<file path="config.mk">
export PLATFORM = sky130hd
export DESIGN_NAME = data_memory_controller
export DESIGN_NICKNAME = d
export VERILOG_FILES = /design/src/rtl/data_memory_controller_pkg.sv /design/src/rtl/dmem_strobe_timer.sv /design/src/rtl/data_memory_controller.sv
export SDC_FILE = /design/constraint.sdc
export NUM_CORES = 1
export LEC_CHECK = 0
export CAP_MARGIN = 0
export CORE_MARGIN = 2
export CORE_UTILIZATION = 39
export CTS_CLUSTER_DIAMETER = 120
export DETAILED_ROUTE_END_ITERATION = 10
export GPL_ROUTABILITY_DRIVEN = 1
export PLACE_DENSITY_LB_ADDON = 0.3
export SLEW_MARGIN = 20
export SYNTH_ARGS = -nofsm -noshare
export SYNTH_HDL_FRONTEND = slang
export SYNTH_SLANG_ARGS = --single-unit
export TNS_END_PERCENT = 100
</file>
<file path="constraint.sdc">
create_clock -name clock -period 4.31 [get_ports clock]
set_input_delay 0.6465 -clock clock [delete_from_list [all_inputs] [get_ports clock]]
set_output_delay 0.6465 -clock clock [all_outputs]
set_load 0.02 [all_outputs]
</file>
<file path="src/rtl/data_memory_controller_pkg.sv">
// Shared encodings and helpers for the MEM-stage data memory sequencer.
package data_memory_controller_pkg;

  // Sequencer states: one access walks IDLE -> SETUP -> STROBE -> HOLD -> IDLE.
  typedef enum logic [1:0] {
    DMC_IDLE   = 2'd0,
    DMC_SETUP  = 2'd1,
    DMC_STROBE = 2'd2,
    DMC_HOLD   = 2'd3
  } dmc_state_e;

  // Latched operation of the access in flight.
  typedef enum logic {
    DMC_OP_READ  = 1'b0,
    DMC_OP_WRITE = 1'b1
  } dmc_op_e;

  // A request is refused when it asks for both operations, is not word
  // aligned, or points past the last word of the memory. addr_limit is the
  // first illegal byte address (4 * number of words), kept 33 bits wide so
  // a full 32-bit address space still compares correctly.
  function automatic logic dmc_reject(
    input logic        rd,
    input logic        wr,
    input logic [31:0] addr,
    input logic [32:0] addr_limit
  );
    return (rd & wr) | (addr[1:0] != 2'b00) | ({1'b0, addr} >= addr_limit);
  endfunction

endpackage

</file>
<file path="src/rtl/dmem_strobe_timer.sv">
// Down-counter that times how long the memory strobe stays high.
// load presets the count to WAIT_CYCLES-1; dec counts down and sticks at 0;
// zero flags the last strobe cycle.
module dmem_strobe_timer #(
  parameter int WAIT_CYCLES = 2
) (
  input  logic clock,
  input  logic reset,
  input  logic load,
  input  logic dec,
  output logic zero
);

  localparam int              CNT_W    = $clog2(WAIT_CYCLES + 1);
  localparam logic [CNT_W-1:0] LOAD_VAL = CNT_W'(WAIT_CYCLES - 1);

  logic [CNT_W-1:0] count_q;
  logic [CNT_W-1:0] count_d;

  // Next count: load wins over decrement; never wrap below zero.
  always_comb begin
    count_d = count_q;
    if (load) begin
      count_d = LOAD_VAL;
    end else if (dec && (count_q != '0)) begin
      count_d = count_q - 1'b1;
    end
  end

  // Count register.
  always_ff @(posedge clock or posedge reset) begin
    if (reset) begin
      count_q <= '0;
    end else begin
      count_q <= count_d;
    end
  end

  assign zero = (count_q == '0);

endmodule

</file>
<file path="src/rtl/data_memory_controller.sv">
// MEM-stage sequencer: turns one lw/sw into a setup / strobe / hold sequence
// on an asynchronous data memory and stalls the pipeline meanwhile.
// Memory-side pins are all registered so nothing from the pipeline reaches
// the memory combinationally.
module data_memory_controller
  import data_memory_controller_pkg::*;
#(
  parameter int WAIT_CYCLES = 2,    // strobe width in cycles, 1..15
  parameter int MEM_WORDS   = 4096  // words present in the memory
) (
  input  logic        clock,
  input  logic        reset,
  input  logic        req_valid,
  input  logic        mem_read,
  input  logic        mem_write,
  input  logic [31:0] addr,
  input  logic [31:0] wdata,
  output logic        stall,
  output logic        done,
  output logic [31:0] rdata,
  output logic        err,
  output logic [31:0] m_addr,
  output logic        m_ren,
  output logic        m_wen,
  output logic [31:0] m_din,
  input  logic [31:0] m_dout
);

  localparam logic [32:0] ADDR_LIMIT = 33'(MEM_WORDS) << 2;

  dmc_state_e  state_q, state_d;
  dmc_op_e     op_q, op_d;
  // m_addr_q / m_din_q double as the latched request address and store data:
  // they are loaded on acceptance and held unchanged until the next one.
  logic [31:0] m_addr_q, m_addr_d;
  logic [31:0] m_din_q, m_din_d;
  logic        m_ren_q, m_ren_d;
  logic        m_wen_q, m_wen_d;
  logic [31:0] rdata_q, rdata_d;

  logic request;
  logic reject;
  logic accept;
  logic timer_load;
  logic timer_dec;
  logic timer_zero;

  // Classify the incoming request; only meaningful while IDLE.
  always_comb begin
    request = req_valid & (mem_read | mem_write);
    reject  = request & dmc_reject(mem_read, mem_write, addr, ADDR_LIMIT);
    accept  = request & ~reject;
  end

  // State register.
  always_ff @(posedge clock or posedge reset) begin
    if (reset) begin
      state_q <= DMC_IDLE;
    end else begin
      state_q <= state_d;
    end
  end

  // Next-state logic: fixed one-cycle setup and hold around a timed strobe.
  always_comb begin
    state_d = state_q;
    unique case (state_q)
      DMC_IDLE:   if (accept) state_d = DMC_SETUP;
      DMC_SETUP:  state_d = DMC_STROBE;
      DMC_STROBE: if (timer_zero) state_d = DMC_HOLD;
      DMC_HOLD:   state_d = DMC_IDLE;
      default:    state_d = DMC_IDLE;
    endcase
  end

  // FSM outputs toward the pipeline. stall and err are forced low while
  // reset is asserted so the pipeline sees a quiet controller at once.
  always_comb begin
    stall = 1'b0;
    err   = 1'b0;
    done  = 1'b0;
    unique case (state_q)
      DMC_IDLE: begin
        stall = accept & ~reset;
        err   = reject & ~reset;
      end
      DMC_SETUP:  stall = 1'b1;
      DMC_STROBE: stall = 1'b1;
      DMC_HOLD:   done  = 1'b1;
      default:    stall = 1'b0;
    endcase
  end

  // Strobe timer is preset during SETUP and counts down through STROBE.
  assign timer_load = (state_q == DMC_SETUP);
  assign timer_dec  = (state_q == DMC_STROBE);

  dmem_strobe_timer #(
    .WAIT_CYCLES(WAIT_CYCLES)
  ) u_strobe_timer (
    .clock(clock),
    .reset(reset),
    .load (timer_load),
    .dec  (timer_dec),
    .zero (timer_zero)
  );

  // Datapath next values: latch the request on acceptance, capture load data
  // on the last strobe cycle, and derive the strobes from the next state so
  // they rise exactly on STROBE entry and fall exactly on STROBE exit.
  always_comb begin
    op_d     = op_q;
    m_addr_d = m_addr_q;
    m_din_d  = m_din_q;
    rdata_d  = rdata_q;
    if ((state_q == DMC_IDLE) && accept) begin
      op_d     = mem_write ? DMC_OP_WRITE : DMC_OP_READ;
      m_addr_d = {2'b00, addr[31:2]};
      m_din_d  = wdata;
    end
    if ((state_q == DMC_STROBE) && timer_zero && (op_q == DMC_OP_READ)) begin
      rdata_d = m_dout;
    end
    m_ren_d = (state_d == DMC_STROBE) && (op_q == DMC_OP_READ);
    m_wen_d = (state_d == DMC_STROBE) && (op_q == DMC_OP_WRITE);
  end

  // Datapath registers; reset drops the strobes immediately.
  always_ff @(posedge clock or posedge reset) begin
    if (reset) begin
      op_q     <= DMC_OP_READ;
      m_addr_q <= '0;
      m_din_q  <= '0;
      m_ren_q  <= 1'b0;
      m_wen_q  <= 1'b0;
      rdata_q  <= '0;
    end else begin
      op_q     <= op_d;
      m_addr_q <= m_addr_d;
      m_din_q  <= m_din_d;
      m_ren_q  <= m_ren_d;
      m_wen_q  <= m_wen_d;
      rdata_q  <= rdata_d;
    end
  end

  assign m_addr = m_addr_q;
  assign m_din  = m_din_q;
  assign m_ren  = m_ren_q;
  assign m_wen  = m_wen_q;
  assign rdata  = rdata_q;

endmodule
</file>
== Word level (Yosys, flattened, before mapping) ==
Index checks and enable logic that the tools add are counted.

* Register bits: 101
* Output and inout bits: 101
* Word-level logic and storage cells: 47

* $add $sub $neg: 1
* Order comparisons: 1
* Eq/ne operators: 4
* Muxes and demuxes: 9
* Bitwise gates (word level): 12
* Reductions and logical operators: 12

{| class="wikitable"
|+ Operator list
! cell !! number
|-
| 32-bit by 15-bit greater-or-equal comparator with 1-bit output (second input constant) || 1
|-
| 2-bit two-way mux || 4
|-
| 2-bit one-hot mux with 4 select lines || 1
|-
| 1-bit AND || 6
|-
| 2-bit == test (second input constant) || 3
|-
| 1-bit logical AND || 6
|-
| 2-bit nonzero test || 3
|-
| 2-bit logical NOT || 2
|-
| 1-bit two-way mux || 3
|-
| 1-bit NOT || 3
|-
| 1-bit bitwise OR || 3
|-
| 2-bit by 1-bit == test with 1-bit output (second input constant) || 1
|-
| 1-bit one-hot mux with 2 select lines || 1
|-
| 2-bit OR reduction || 1
|-
| 2-bit by 1-bit subtractor with 2-bit output (second input constant) || 1
|}

== Logic depth before layout (Yosys ltp) ==
* Depth after elaboration: 10
* Gate-level depth with buffers: 6

== By module ==
A second synthesis with hierarchy kept.

* Cells, all modules: 250
* Area total of the unflattened synthesis: 3893.7 um^2

{| class="wikitable"
|+ Modules (own cells, without submodules)
! module !! instances !! cells an instance !! area an instance (um^2) !! sequential area each (um^2)
|-
| data_memory_controller || 1 || 238 || 3773.6 || 2477.4
|-
| dmem_strobe_timer || 1 || 12 || 120.1 || 50.0
|}

== Worst setup path before layout ==
Ideal clock, no wire load.

* Path type: input to output
* Start point: input port reset
* End point: output port stall
* Data arrival time: 3.588 ns
* Data required time: 3.664 ns
* Slack: 0.076 ns
* Stages on the path: 3
* Buffers on the path: 0
* Path through: inv_1 nand2b_1 o31ai_1

* Cells in the longest elaborated chain, start to end: 3

{| class="wikitable"
|+ RTL lines
! element !! line !! source
|-
| start: declaration || data_memory_controller.sv:12 || <nowiki>input logic reset,</nowiki>
|-
| 1-bit NOT || data_memory_controller.sv:84 || <nowiki>stall = accept & ~reset;</nowiki>
|-
| 1-bit AND || data_memory_controller.sv:84 ||
|-
| 1-bit one-hot mux with 2 select lines || data_memory_controller.sv:82 || <nowiki>unique case (state_q)</nowiki>
|-
| end: declaration || data_memory_controller.sv:18 || <nowiki>output logic stall,</nowiki>
|}

No other way between the ends.

== Worst setup path in the final report ==
* Start point: input port addr[25]
* End point: output port stall

* Cells in the longest elaborated chain, start to end: 7

{| class="wikitable"
|+ RTL lines
! element !! line !! source
|-
| start: declaration || data_memory_controller.sv:16 || <nowiki>input logic [31:0] addr,</nowiki>
|-
| 32-bit by 15-bit greater-or-equal comparator with 1-bit output || data_memory_controller_pkg.sv:28 || <nowiki>return (rd & wr) | (addr[1:0] != 2'b00) | ({1'b0, addr} >= addr_limit);</nowiki>
|-
| 1-bit bitwise OR || data_memory_controller_pkg.sv:28 ||
|-
| 1-bit AND || data_memory_controller.sv:51 || <nowiki>reject = request & dmc_reject(mem_read, mem_write, addr, ADDR_LIMIT);</nowiki>
|-
| 1-bit NOT || data_memory_controller.sv:52 || <nowiki>accept = request & ~reject;</nowiki>
|-
| 1-bit AND || data_memory_controller.sv:52 ||
|-
| 1-bit AND || data_memory_controller.sv:84 ||
|-
| 1-bit one-hot mux with 2 select lines || data_memory_controller.sv:82 ||
|}

No other way between the ends.

==> impl_results.md <==
- Resize count post-CTS: 0
- # Post-CTS Setup Buffers: 0
- Most common cell after layout, fill and taps aside: clkdlybuf4s50_1
- Crit path max fanout: 3
- Req. time, crit path: 3.66 ns
- Worst path slowest cell: clkdlybuf4s50_1
- Delay of the slowest critical-path stage: about 0.64 ns
- TritonCTS clock tree: built
- Hold Vio Cnt, Final: 0
- Number of synthesized flops with an enable pin: 0
- Nets@finish: roughly 560
- Hold Buf Count CTS: 0
- Worst-Margin Slew: 0.7731 ns
- Final Non-Filler Cells: ~590
- Class of the worst hold path: flop to flop
- Full die area: roughly 11,000 um^2
- Layout Skew: 0.01199 ns
- Vias in the first global route: between 2,000 and 3,000
- Largest net degree at the start of global routing: 64
- Worst vdd ir: 0.0001945 V
- Outcome: complete, no violations
- Fmax: approximately 290 MHz
- Reg area: 2527 um^2
- Slew headroom: 48.46%
- Vias per cell: 4.594
- FFs w/ async S/R, synth: 100.0%
- 1st-iter DRT viols: 59
- Post-Route WL: 9290 um
- Layout cells sized above 1: between 20 and 25%
- Multi-input logic area: 1242 um^2
- Critical path class: primary input to output pin
- Vias: ~2,700
- Setup TNS: 0 ns
- WP buf/inv: 2
- DPL Wire Length: 6869 um
- P_leak: 2.750 nW
- Max-Cap Viols: 0
- CTS sink count: 101
- First-pass GRT wire length: 15,290 um
- Most frequent cells in the layout: clkdlybuf4s50_1 (199), dfrtp_1 (101), mux2_2 (74), nor2b_1 (21), clkbuf_8 (10)
- Crit-path cells: clkdlybuf4s50_1 > nor4_1 > nand4_1 > or2_2 > o31ai_1 > clkdlybuf4s50_1
- CTS H-tree depth: 3
- Placed cells: about 570
- Syn. warnings: 0
- Root Driver: clkbuf_8
- Global Route Usage Sum: 17.85%
- Layout area overhead: 58.75%
- Site Rows: 36
- Ys flop type: dfrtp_1
- Number of detailed-route iterations in the first pass: 4
- ANT cells: 0
- Antenna violations before repair: 0
- Min Clock Period, post-route: between 3 and 4 ns
- CP dominant cell by count: clkdlybuf4s50_1
- Fin crit share: between 80% and 90%
- Avg Cell Area, Syn: 15.63 um^2
- CTS max path bufs: 2
- Fin. max-slew vios: 0
- I/O Buffers: 199
- Total congestion overflow: 0
- Vert. Die Dim: 103.7 um
- Synth Cell Area: 3876 um^2
- Register area share after synthesis: 65.20%
- Number of distinct library cells after synthesis: 27
- Cell family with the largest share of critical-path delay: buffers and inverters
- DRC Markers: 0
- RePlAce Congestion: 0.7606
- Synthesized flop and latch total: 101
- Core Area: 9729 um^2
- Critical Path AT: 2.84 ns
- Post-Syn Instances: 248
- WL per Instance: 15.77 um
- Die X: a little over 100 um
- Unrepaired setup endpoints after global routing: no
- Ports: 202
- Power Density: approximately 460 nW/um^2
- Critical path capture point type: output pin
- CTS buffer count: 9
- Initial Utilization: 39.84%
- Worst-Skew Late Latency: approximately 0.35 ns
- Final setup vio count: 0
- Clock transition at the registers of the reported paths: 0.09 ns
- Fill count: between 700 and 800
- Antenna Nets Post-Route: 0
- Critical Path Start Type: primary input
## registers in the layout, summed over array words and instances, names as in the netlist
signal	cells
m_din	32
m_wen	1
m_ren	1
u_strobe_timer.count_q	2
state_q	2
m_addr	30
rdata	32
op_q	1
## report_power, final
part / internal, mW / leakage [nW] / switching, mW
registers: 1.13 / 1.33 / 0.0866
clock network: 0.230 / 0.0832 / 0.311
logic: 0.580 / 1.34 / 0.482
total: 1.94 / 2.75 / 0.879
## metal layers
layer	up-vias	track usage [%]	wire length, um
met5	-	0	0
met4	0	5.502	126
met3	10	7.867	997
met2	137	28.90	4317
met1	1307	21.60	3849
li1	1252	-	-
## stage by stage
stage / cell area [um^2] / setup slack (ns) / total power, mW / hold slack (ns) / util, %
2_1_floorplan: 3880 / 0.07566 / 1.781 / 0.4216 / -
3_3_place_gp: 5976 / 0.8876 / 2.282 / 0.4508 / 61.42
3_5_place_dp: 5976 / 0.8172 / 2.308 / 0.4578 / 61.42
4_1_cts: 6153 / 0.8171 / 2.857 / 0.4722 / 63.25
5_1_grt: 6153 / 0.6614 / 2.970 / 0.5069 / 63.25
6_report: 6153 / 0.8266 / 2.817 / 0.4726 / 63.25
## kinds of logic (layout without fill, tap and decap cells)
group,count (synthesis),count (layout),synth area share (%)
mux,77,77,22.37
buf+inv,17,224,2.840
flops,101,101,65.20
compound gates,7,7,1.291
fa+ha+maj,6,6,1.937
simple gates,38,38,6.037
other cells,1,2,0.09674
xor+xnor,1,1,0.2260
## path summary, 6_finish.rpt
| check | start | endpoint | slack, ns | cells after the start |
|---|---|---|---|---|
| setup / recovery | addr[25] | stall | 0.83 | 6 |
| hold reg to reg | op_q | m_ren | 0.47 | 1 |
| max in group asynchronous | reset | rdata[23] | 2.47 | 3 |
| hold / removal | op_q | m_ren | 0.47 | 1 |
| min in group asynchronous | reset | rdata[11] | 0.69 | 2 |
| setup reg to reg | state_q[0] | m_din[22] | 2.07 | 6 |
## Yosys cell counts, types with 2 or more instances
| cell | count | area, um^2 |
|---|---|---|
| ha_1 | 6 | 75.07 |
| buf_6 | 5 | 56.30 |
| nor2b_1 | 21 | 131.4 |
| nand2b_1 | 3 | 18.77 |
| nor4_1 | 5 | 31.28 |
| dfrtp_1 | 101 | 2527 |
| buf_1 | 2 | 7.510 |
| mux2_2 | 74 | 833.3 |
| inv_1 | 6 | 22.52 |
| nand2_1 | 2 | 7.510 |
| buf_4 | 2 | 15.01 |
| o211ai_1 | 2 | 15.01 |
| mux2_1 | 3 | 33.78 |
| nor2_1 | 3 | 11.26 |
## worst register-to-register path, cell delays in order, from the launching register on
cell	delay [ns]
dfrtp_1	0.42
inv_1	0.11
ha_1	0.16
o211ai_1	0.15
nor3_4	0.18
buf_4	0.63
mux2_2	0.45
## layout make-up
type | instances | area share (%)
sequential | 101 | 41.07
timing repair buffer | 202 | 32.74
multi-input combinational | 131 | 20.19
tap | 133 | 2.704
clock buffer | 12 | 2.359
clock inverter | 4 | 0.5287
inverter | 6 | 0.4067
Note: power is estimated with default switching activity, not from simulation.
==> patch, RTL diff (same settings) <==
The 4 states of `dmc_state_e` get a Gray code encoding in 2 bits.
--- a/src/rtl/data_memory_controller_pkg.sv
+++ b/src/rtl/data_memory_controller_pkg.sv
@@ -3,10 +3,10 @@
 
   // Sequencer states: one access walks IDLE -> SETUP -> STROBE -> HOLD -> IDLE.
   typedef enum logic [1:0] {
-    DMC_IDLE   = 2'd0,
-    DMC_SETUP  = 2'd1,
-    DMC_STROBE = 2'd2,
-    DMC_HOLD   = 2'd3
+    DMC_IDLE   = 2'b00,
+    DMC_SETUP  = 2'b01,
+    DMC_STROBE = 2'b11,
+    DMC_HOLD   = 2'b10
   } dmc_state_e;
 
   // Latched operation of the access in flight.
Function: same outputs for any inputs over 10 cycles, from zero or initial values and one cycle with reset high; not proved beyond that.
==> patch against the original RTL <==
Non-clock buffer count increased by 3. Design area decreased by 0.75%. Worst setup slack improved by 0.24 ns. Wire length increased by 2.2%. First-iteration DRC count decreased by 8.5%. Hold slack improved by 0.0035 ns. Via count decreased by 0.78%. Largest cell class unchanged. Cell count decreased by 0.68%. Synthesized area decreased by 2.0%. Sequential cell count unchanged. Global-route usage decreased by 0.34 points.
Power is not compared: it rests on default switching activity, and its combinational part moved more than twofold at a synthesized area within 25%.
==> patch: results (changes against the original RTL) <==
metric	value	unit	change
status	finished clean		
post-synthesis mux area share	22.8	%	+0.46 points
worst slew pin tran	0.603	ns	-0.170 ns
CP Launch Point	addr[25]		
synth cell count leaders	101 x dfrtp_1, 77 x mux2_2, 19 x nor2b_1		
vias in the first global route	2796		-6.0%
placed instance area	0.00591	mm2	-1.1%
hold path startpoint	op_q		
clk root buf	clkbuf_8		
switching share of power	22.5	%	
Ys Warns	0		unchanged
Seq/Total Area, Yosys	66.6	%	+1.4 points
H-tree depth	3		unchanged
n_diodes	0		unchanged
CP arrival	2.60	ns	-0.24 ns
Crit Path Max Fanout	2		-1
CTS max path bufs	2		unchanged
P_clk	0.593	mW	
average vias per placed instance	4.59		about the same
largest net degree at the start of global routing	50		-22%
Area contributors post-synth	dfrtp_1 67%, mux2_2 23%, nor2b_1 3.1%		
# nets final	549		-1.6%
Hold Violations, Final	0		unchanged
cts bufs inserted	9		unchanged
Post-Synth Adder-Cell Area	0.329	%	-1.6 points
Worst-Skew Late Latency	0.35	ns	about the same
DP Wirelength	7.34	mm	+6.8%
per-cell routed wire length	16.2	um	+2.9%
Sw Pwr	0.393	mW	
origin of the critical flop-to-flop path	state_q[0]		
Synth cell types	23		-15%
Post-CTS Resized	0		unchanged
Iteration-0 DRC Markers	54		-8.5%
cell at the slowest stage of the critical path	clkdlybuf4s50_1		
postcts setup bufs	0		unchanged
first-pass GRT wire length	14.0	mm	-8.5%
Setup crit start kind	input port		
IO buf count	199		unchanged
Synth Area in Compound Gates	1.02	%	-0.27 points
count leader, synth	dfrtp_1		
seq pwr	0.970	mW	
Placer Congestion	0.719		-5.4%
Worst Hold Class	flop to flop		
Clock Skew	0.00808	ns	-0.00391 ns
GRT Total Usage	17.5	%	-0.34 points
Top Family by Delay on Critical Path	buffers and inverters		
slowest stage delay, CP	0.62	ns	-0.02 ns
placed cell count	569		-0.70%
synthesized instance count	243		-2.0%
DR pass1 iterations	4		unchanged
Synth Area in XOR/XNOR	0	%	-0.23 points
Post-synth ARST share	100	%	unchanged
Layout Cells excl Fill	585		-0.68%
LEAKAGE	2.74	nW	
share of cells above drive strength 1	22.1	%	+1.5 points
DP Worst Slack	1.02	ns	+0.205 ns
==> patch: worst paths after layout <==
| path | slack [ns] | cells after the start | to |
|---|---|---|---|
| setup / recovery | 1.07 | 6 | stall |
| hold / removal | 0.48 | 1 | m_ren |
| setup reg to reg | 2.14 | 5 | m_din[9] |
| hold reg to reg | 0.48 | 1 | m_ren |
| max in group asynchronous | 2.73 | 3 | m_din[26] |
| min in group asynchronous | 0.80 | 2 | m_din[13] |
==> patch: final cells by class <==
class / count / area (um2)
inverters: 3 / 13.8
fillers: 756 / 3490
well taps: 133 / 166
multi-input cells: 127 / 1170
clock buffers: 10 / 128
clock inverters: 6 / 68.8
flip-flops and latches: 101 / 2530
repair buffers: 205 / 2040
==> patch: metal layers <==
layer / vias to the layer above / global-route usage (%) / share of wire [%]
met5: - / 0 / 0
met4: 0 / 5.74 / 1.0
met3: 9 / 6.31 / 10
met2: 129 / 30.2 / 51
met1: 1309 / 20.4 / 38
li1: 1238 / - / -
